<file path="src/rtl/tid_pkg.sv">
// Shared definitions for the tid issuer and the matching egress reorder buffer.
// Both ends must agree on the entry layout and on the default depth.
package tid_pkg;

    localparam int TID_W       = 32;
    localparam int TID_D       = 16;
    localparam int TID_DL      = $clog2(TID_D);
    localparam int TID_MAX_OUT = TID_D - 1;
    localparam int TID_SEQ_W   = 32;

    typedef logic [TID_DL-1:0] tid_t;

    typedef struct packed {
        tid_t                 tid;
        logic [TID_SEQ_W-1:0] seq;
        logic [TID_W-1:0]     d;
    } tid_entry_t;

endpackage

</file>
<file path="src/rtl/tid_skid.sv">
// Small registered valid/ready buffer; the space flag is a register so that
// upstream ready never depends combinationally on downstream ready.
module tid_skid #(
    parameter type T     = logic,
    parameter int  DEPTH = 2
) (
    input  logic clk,
    input  logic rst,
    input  logic in_v,
    input  T     in_d,
    output logic space,
    output logic out_v,
    input  logic out_r,
    output T     out_d
);

    localparam int PW = (DEPTH > 1) ? $clog2(DEPTH) : 1;
    localparam int CW = $clog2(DEPTH + 1);

    T               mem [DEPTH];
    logic [PW-1:0]  wr_ptr;
    logic [PW-1:0]  rd_ptr;
    logic [CW-1:0]  count;
    logic [CW-1:0]  count_next;
    logic           push;
    logic           pop;

    function automatic logic [PW-1:0] bump(input logic [PW-1:0] p);
        return (p == PW'(DEPTH - 1)) ? '0 : p + 1'b1;
    endfunction

    assign push  = in_v & space;
    assign pop   = out_v & out_r;
    assign out_v = (count != '0);
    assign out_d = mem[rd_ptr];

    always_comb begin
        count_next = count;
        case ({push, pop})
            2'b10:   count_next = count + 1'b1;
            2'b01:   count_next = count - 1'b1;
            default: count_next = count;
        endcase
    end

    always_ff @(posedge clk) begin
        if (rst) begin
            wr_ptr <= '0;
            rd_ptr <= '0;
            count  <= '0;
            space  <= 1'b1;
        end else begin
            if (push) begin
                wr_ptr <= bump(wr_ptr);
            end
            if (pop) begin
                rd_ptr <= bump(rd_ptr);
            end
            count <= count_next;
            space <= (count_next < CW'(DEPTH));
        end
    end

    // Storage carries no reset; out_v qualifies every read.
    always_ff @(posedge clk) begin
        if (push) begin
            mem[wr_ptr] <= in_d;
        end
    end

endmodule

</file>
<file path="src/rtl/tid_issuer.sv">
// Ingress end of the in-order return path: tags each transaction with a
// sequential tid/seq and gates acceptance on credits returned by the egress.
module tid_issuer
    import tid_pkg::*;
#(
    parameter int W       = TID_W,
    parameter int D       = TID_D,
    parameter int D_L     = $clog2(D),
    parameter int MAX_OUT = D - 1,
    parameter int SEQ_W   = TID_SEQ_W
) (
    input  logic             clk,
    input  logic             rst,
    input  logic             i_v,
    output logic             i_r,
    input  logic [W-1:0]     i_d,
    output logic             o_v,
    input  logic             o_r,
    output logic [D_L-1:0]   o_a,
    output logic [W-1:0]     o_d,
    output logic [SEQ_W-1:0] o_seq,
    input  logic             c_v,
    output logic [D_L:0]     cnt,
    output logic             err
);

    localparam logic [D_L:0] MAX_CNT = (D_L + 1)'(MAX_OUT);

    typedef struct packed {
        logic [D_L-1:0]   tid;
        logic [SEQ_W-1:0] seq;
        logic [W-1:0]     d;
    } entry_t;

    logic [D_L-1:0]   tid_q;
    logic [SEQ_W-1:0] seq_q;
    logic [D_L:0]     cnt_q;
    logic [D_L:0]     cnt_next;
    logic             err_q;
    logic             err_next;
    logic             cnt_ok_q;
    logic             skid_space;
    logic             accept;
    entry_t           in_entry;
    entry_t           out_entry;

    // Both terms are flops, so i_r has no path from o_r or c_v.
    assign i_r    = cnt_ok_q & skid_space;
    assign accept = i_v & i_r;

    assign in_entry.tid = tid_q;
    assign in_entry.seq = seq_q;
    assign in_entry.d   = i_d;

    tid_skid #(
        .T     (entry_t),
        .DEPTH (2)
    ) u_skid (
        .clk   (clk),
        .rst   (rst),
        .in_v  (accept),
        .in_d  (in_entry),
        .space (skid_space),
        .out_v (o_v),
        .out_r (o_r),
        .out_d (out_entry)
    );

    assign o_a   = out_entry.tid;
    assign o_seq = out_entry.seq;
    assign o_d   = out_entry.d;
    assign cnt   = cnt_q;
    assign err   = err_q;

    // A credit arriving with nothing in flight is a protocol error; the count
    // is clamped at zero rather than wrapping.
    always_comb begin
        cnt_next = cnt_q;
        err_next = err_q;
        case ({accept, c_v})
            2'b10: cnt_next = cnt_q + 1'b1;
            2'b01: begin
                if (cnt_q == '0) begin
                    err_next = 1'b1;
                end else begin
                    cnt_next = cnt_q - 1'b1;
                end
            end
            default: cnt_next = cnt_q;
        endcase
    end

    always_ff @(posedge clk) begin
        if (rst) begin
            tid_q    <= '0;
            seq_q    <= '0;
            cnt_q    <= '0;
            err_q    <= 1'b0;
            cnt_ok_q <= 1'b0;
        end else begin
            if (accept) begin
                tid_q <= tid_q + 1'b1;
                seq_q <= seq_q + 1'b1;
            end
            cnt_q    <= cnt_next;
            err_q    <= err_next;
            cnt_ok_q <= (cnt_next < MAX_CNT);
        end
    end

endmodule

</file>
<file path="config.mk">
export PLATFORM = sky130hd
export DESIGN_NAME = tid_issuer
export DESIGN_NICKNAME = d
export VERILOG_FILES = /design/src/rtl/tid_pkg.sv /design/src/rtl/tid_skid.sv /design/src/rtl/tid_issuer.sv
export SDC_FILE = /design/constraint.sdc
export NUM_CORES = 1
export LEC_CHECK = 0
export ABC_AREA = 1
export CORE_MARGIN = 2
export CORE_UTILIZATION = 40
export CTS_CLUSTER_DIAMETER = 100
export DETAILED_ROUTE_END_ITERATION = 10
export DONT_BUFFER_PORTS = 1
export PLACE_DENSITY = 0.66
export SLEW_MARGIN = 5
export SYNTH_ARGS = -nofsm -noshare
export SYNTH_HDL_FRONTEND = slang
export SYNTH_SLANG_ARGS = --single-unit
</file>
<file path="constraint.sdc">
create_clock -name clk -period 13.65 [get_ports clk]
set_clock_uncertainty 0.1 [all_clocks]
set_input_delay 4.095 -clock clk [delete_from_list [all_inputs] [get_ports clk]]
set_output_delay 4.095 -clock clk [all_outputs]
set_load 0.02 [all_outputs]
</file>
Word level (Yosys, flattened, before mapping) --
Memory sizes are Yosys's and may differ from the RTL's. A register that Yosys moved wholly into a read port is not among the register bits. Index checks and enable logic that the tools add are counted.
Cells by class: add/sub/neg operators 8, order comparisons 2, eq/ne operators 4, mux-type cells 9, bitwise operators 4, reduce and logical (&&, ||, !) cells 3
Operators by type and width (count):
- $add 32x1->32 const B | 1
- $pmux 5 s2 | 1
- $mux 1 | 6
- $add 5x1->5 const B | 1
- $logic_not 5->1 | 1
- $lt 5x4->1 const B | 1
- $mux 5 | 1
- $sub 5x1->5 const B | 1
- $add 4x1->4 const B | 1
- $and 1x1->1 | 4
- $eq 2x1->1 const B | 2
- $eq 2x2->1 const B | 2
- $pmux 2 s2 | 1
- $add 1x1->1 const B | 2
- $add 2x1->2 const B | 1
- $lt 2x2->1 const B | 1
- $reduce_and 2->1 | 1
- $reduce_bool 2->1 | 1
- $sub 2x1->2 const B | 1
Word-level totals: register bits 48, bits in writable memories 136, output and inout bits 76, logic and storage cells 40, memories 1
Memory list:
- u_skid.mem | depth 2, bits a word 68, rd ports 1, clocked after Yosys merged registers in 1, write ports 1, RTL line tid_skid.sv:20 | T mem [DEPTH];

Depth between registers and ports, before layout --
word-level depth 6, gate-level depth with buffers 11, mapped depth without buffers 11

Cells and area by module --
A second synthesis with hierarchy kept.
Unflattened totals: cells, all modules 639, area total of the unflattened synthesis 7767.4 µm²
By module, submodules not included:
- tid_skid | instances 1, cells an instance 251, area each 5261.3 µm², seq. area each 4204.0 µm²
- tid_issuer | instances 1, cells an instance 388, area each 2506.2 µm², seq. area each 860.8 µm²

Worst setup path before layout --
Ideal clock, no wire load.
kind in2reg, from in i_v, to mem u_skid.mem[0][0] (netlist bit), enable pin, setup time 0.494 ns, arrival 7.020 ns, data required time 13.056 ns, slack 6.036 ns, stages 2, path buffers 0, cell sequence nand2_4 nor2_1
Between the ends: cells in the longest elaborated chain, start to end 4
Ends and longest elaborated chain:
- start: declaration | RTL line tid_issuer.sv:14 | input logic i_v,
- $and 1x1->1 | RTL line tid_issuer.sv:49 | assign accept = i_v & i_r;
- $and 1x1->1 | RTL line tid_skid.sv:32 | assign push = in_v & space;
- $mux 1 | RTL line tid_skid.sv:66 | if (push) begin
- $mux 1 (implied by the code) | RTL line tid_skid.sv:67 | mem[wr_ptr] <= in_d;
- end: declaration | RTL line tid_skid.sv:20
Every way passes these cells.

==> results.py <==
metrics = {
    "status": {
        "status": "finished clean",
    },
    "routing": {
        "drcViolationCount": 0,
        "drtIter0Drc": 327,
        "ant_nets": 0,
        "routed_via_density": 5.161,
        "firstDrtPassIters": 6,
        "wl_mm": 13.71,
        "wire_per_inst_microns": 16.32,
        "vias": 4335,
    },
    "timing": {
        "setup_viol": 0,
        "grt_setup_unrepaired": "false",
        "slew_headroom_pct": 38.11,
        "worst_slew_pin_slew_ns": 0.9284,
        "drv_slew": 0,
        "period_minus_slack_ns": 6.114,
        "final.setup.tns_ns": 0,
        "min_period_over_period_pct": 44.79,
        "finalHoldViolations": 0,
        "max_freq_mhz": 163.6,
    },
    "clock_network": {
        "cts_tree": "built",
        "path_clk_slew_ns": 0.07,
        "ctsLongestPathBuffers": 2,
        "ctsHtreeMaxLevel": 4,
        "cts_setup_buffers": 0,
        "cts_resized": 0,
        "cts_sinks": 185,
        "hold_buffers": 0,
        "cts_buffers": 17,
        "cts_root_buf": "clkbuf_16",
        "clock_latency_ns": 0.43,
    },
    "pwr": {
        "p_total_mw": 1.275,
        "p_per_area_nw_per_um2": 153.2,
        "peakVddDrop_v": 0.00008400,
        "p_leak_nw": 2.979,
    },
    "yosys": {
        "async_flop_share_pct": 0,
        "yosys_register_bits": 185,
        "synth_commonest_cells": "136 x edfxtp_1, 79 x nand2_1, 68 x mux2_2, 66 x nor2_1, 52 x inv_1",
        "synth-edff-count": 136,
        "ys_warn_count": 0,
        "yosysMostFrequentCell": "edfxtp_1",
        "synth_ff_type": "edfxtp_1",
        "syn_inst": 591,
        "yosys-top-cells-area": "edfxtp_1 55%, dfxtp_1 13%, mux2_2 10%",
        "synth_area_leader_cell": "edfxtp_1",
        "synth_top_cell_area_share_pct": 54.67,
        "syn_area_sq_um": 7470,
        "syn_nets": 635,
        "synth_area_per_cell_sq_um": 12.64,
        "synth-seq-area-share_pct": 67.81,
        "ys_types": 31,
    },
    "final_layout": {
        "diodes": 0,
        "nets": 642,
        "drive_gt1_share_pct": 20.79,
        "fillers": 1580,
        "syn_to_final_growth_pct": 11.47,
        "multi_input_area_sq_um": 2145,
        "seqCellArea_sq_um": 5069,
    },
    "worst_setup_path": {
        "r2r_setup_slack_ns": 11.21,
        "startpoint_type": "flip-flop",
        "reg2regPathDepth": 5,
        "path_buf_inv": 0,
        "path_class": "reg2out",
        "r2r-end": "u_skid.mem[1][59]$_DFFE_PP_",
        "cp.arrival_ns": 1.92,
        "path_delay_family": "flip-flops",
        "cp_cell_sequence": "mux2_2",
        "worstPathMaxFanout": 68,
        "rr_startpoint": "cnt_ok_q$_SDFF_PP0_",
        "crit_slowest_cell": "dfxtp_4",
        "critPathCaptureType": "output pin",
        "cp_slowest_stage_delay_ns": 0.93,
        "crit_required_ns": 9.45,
    },
    "floorplan": {
        "initial_core_util_pct": 41.16,
        "rows": 49,
        "ios": 113,
        "die_w_microns": 140.7,
        "floorplan.core_area_sq_um": 18150,
        "dieArea_sq_um": 19780,
        "die_y_microns": 140.7,
    },
    "run": {
        "cap_violations": 0,
    },
    "grt": {
        "grt_pass1_wl_mm": 21.87,
        "grt_pass1_vias": 4274,
        "grtUsageTotal_pct": 14.18,
        "grt_max_degree": 69,
        "grt_antenna_before_repair": 0,
        "overflow": 0,
    },
    "place": {
        "dp_hpwl_mm": 8.881,
        "globalplace.congestion": 0.8134,
        "portBuffers": 0,
    },
    "hold_path": {
        "hp-class": "reg2reg",
        "min_delay_path_depth": 1,
        "min-delay-start": "u_skid.rd_ptr$_SDFFE_PP0P_",
    },
}
-- sequential cells by signal (all words and copies together), names as in the netlist, named ones only --
register and cells:
u_skid.mem 136, seq_q 32, cnt 5, tid_q 4
u_skid.count 2, cnt_ok_q 1, err 1, u_skid.rd_ptr 1
u_skid.space 1, u_skid.wr_ptr 1
-- logic make-up after synthesis --
| logic type | Yosys count | synth area share [%] |
|---|---|---|
| XOR/XNOR | 7 | 0.8208 |
| buffers and inverters | 70 | 3.685 |
| AND/OR/NAND/NOR | 208 | 12.93 |
| flip-flops | 185 | 67.81 |
| AO/OA/AOI/OAI | 46 | 3.333 |
| adder cells (fa/ha/maj) | 7 | 1.172 |
| multiplexers | 68 | 10.25 |
-- worst max path at each step --
stage                                       end  slack [ns]  depth (start not counted)
CTS                                   o_seq[20]        7.45                          1
global placement    u_skid.mem[1][61]$_DFFE_PP_        7.76                          3
floorplan            u_skid.mem[0][0]$_DFFE_PP_        6.04                          2
global route                             o_a[2]        7.41                          1
finish                                o_seq[31]        7.54                          1
detailed placement  u_skid.mem[1][61]$_DFFE_PP_        7.66                          3
-- power breakdown --
group / internal, mW / switching (mW) / total [mW]
clock: 0.290 / 0.206 / 0.496
combinational: 0.0440 / 0.0830 / 0.127
sequential: 0.627 / 0.0250 / 0.652
-- layout make-up --
type / count / area share (%)
inverter: 56 / 2.524
clock buffer: 19 / 5.199
sequential: 185 / 60.87
timing repair buffer: 2 / 0.1803
tap: 229 / 3.441
clock inverter: 13 / 2.029
multi-input combinational: 336 / 25.76
-- layer usage --
layer	GRT usage [%]	share of wire, %
met5	0	0
met4	6.632	1.9
met3	3.906	6.8
met2	25.29	51
met1	15.75	40
-- metrics by stage --
stage               worst slack, ns  cells  hold slack [ns]  cell area [sq um]  utilization (%)
floorplan                     6.036    591           0.3257               7470                -
global placement              7.763    808           0.3330               7725            42.57
detailed placement            7.659    808           0.3330               7725            42.57
CTS                           7.452    840           0.3457               8327            45.88
global route                  7.407    840           0.3751               8327            45.88
finish                        7.536    840           0.3478               8327            45.88
-- placed cells by master, fill, tap and decap left out, types with 5 or more instances in the layout --
cell type and n:
edfxtp_1 136, nand2_1 79, mux2_2 68, nor2_1 64, inv_1 52, dfxtp_1 48
a21oi_1 22, nand3_1 20, nand4_1 17, clkbuf_16 17, o21ai_0 10, o21ai_1 7
ha_1 7, nor3_1 6, nand2_2 5, nor2_4 5, xor2_1 5, o21a_1 5
Note: power is estimated with default switching activity, not from simulation.
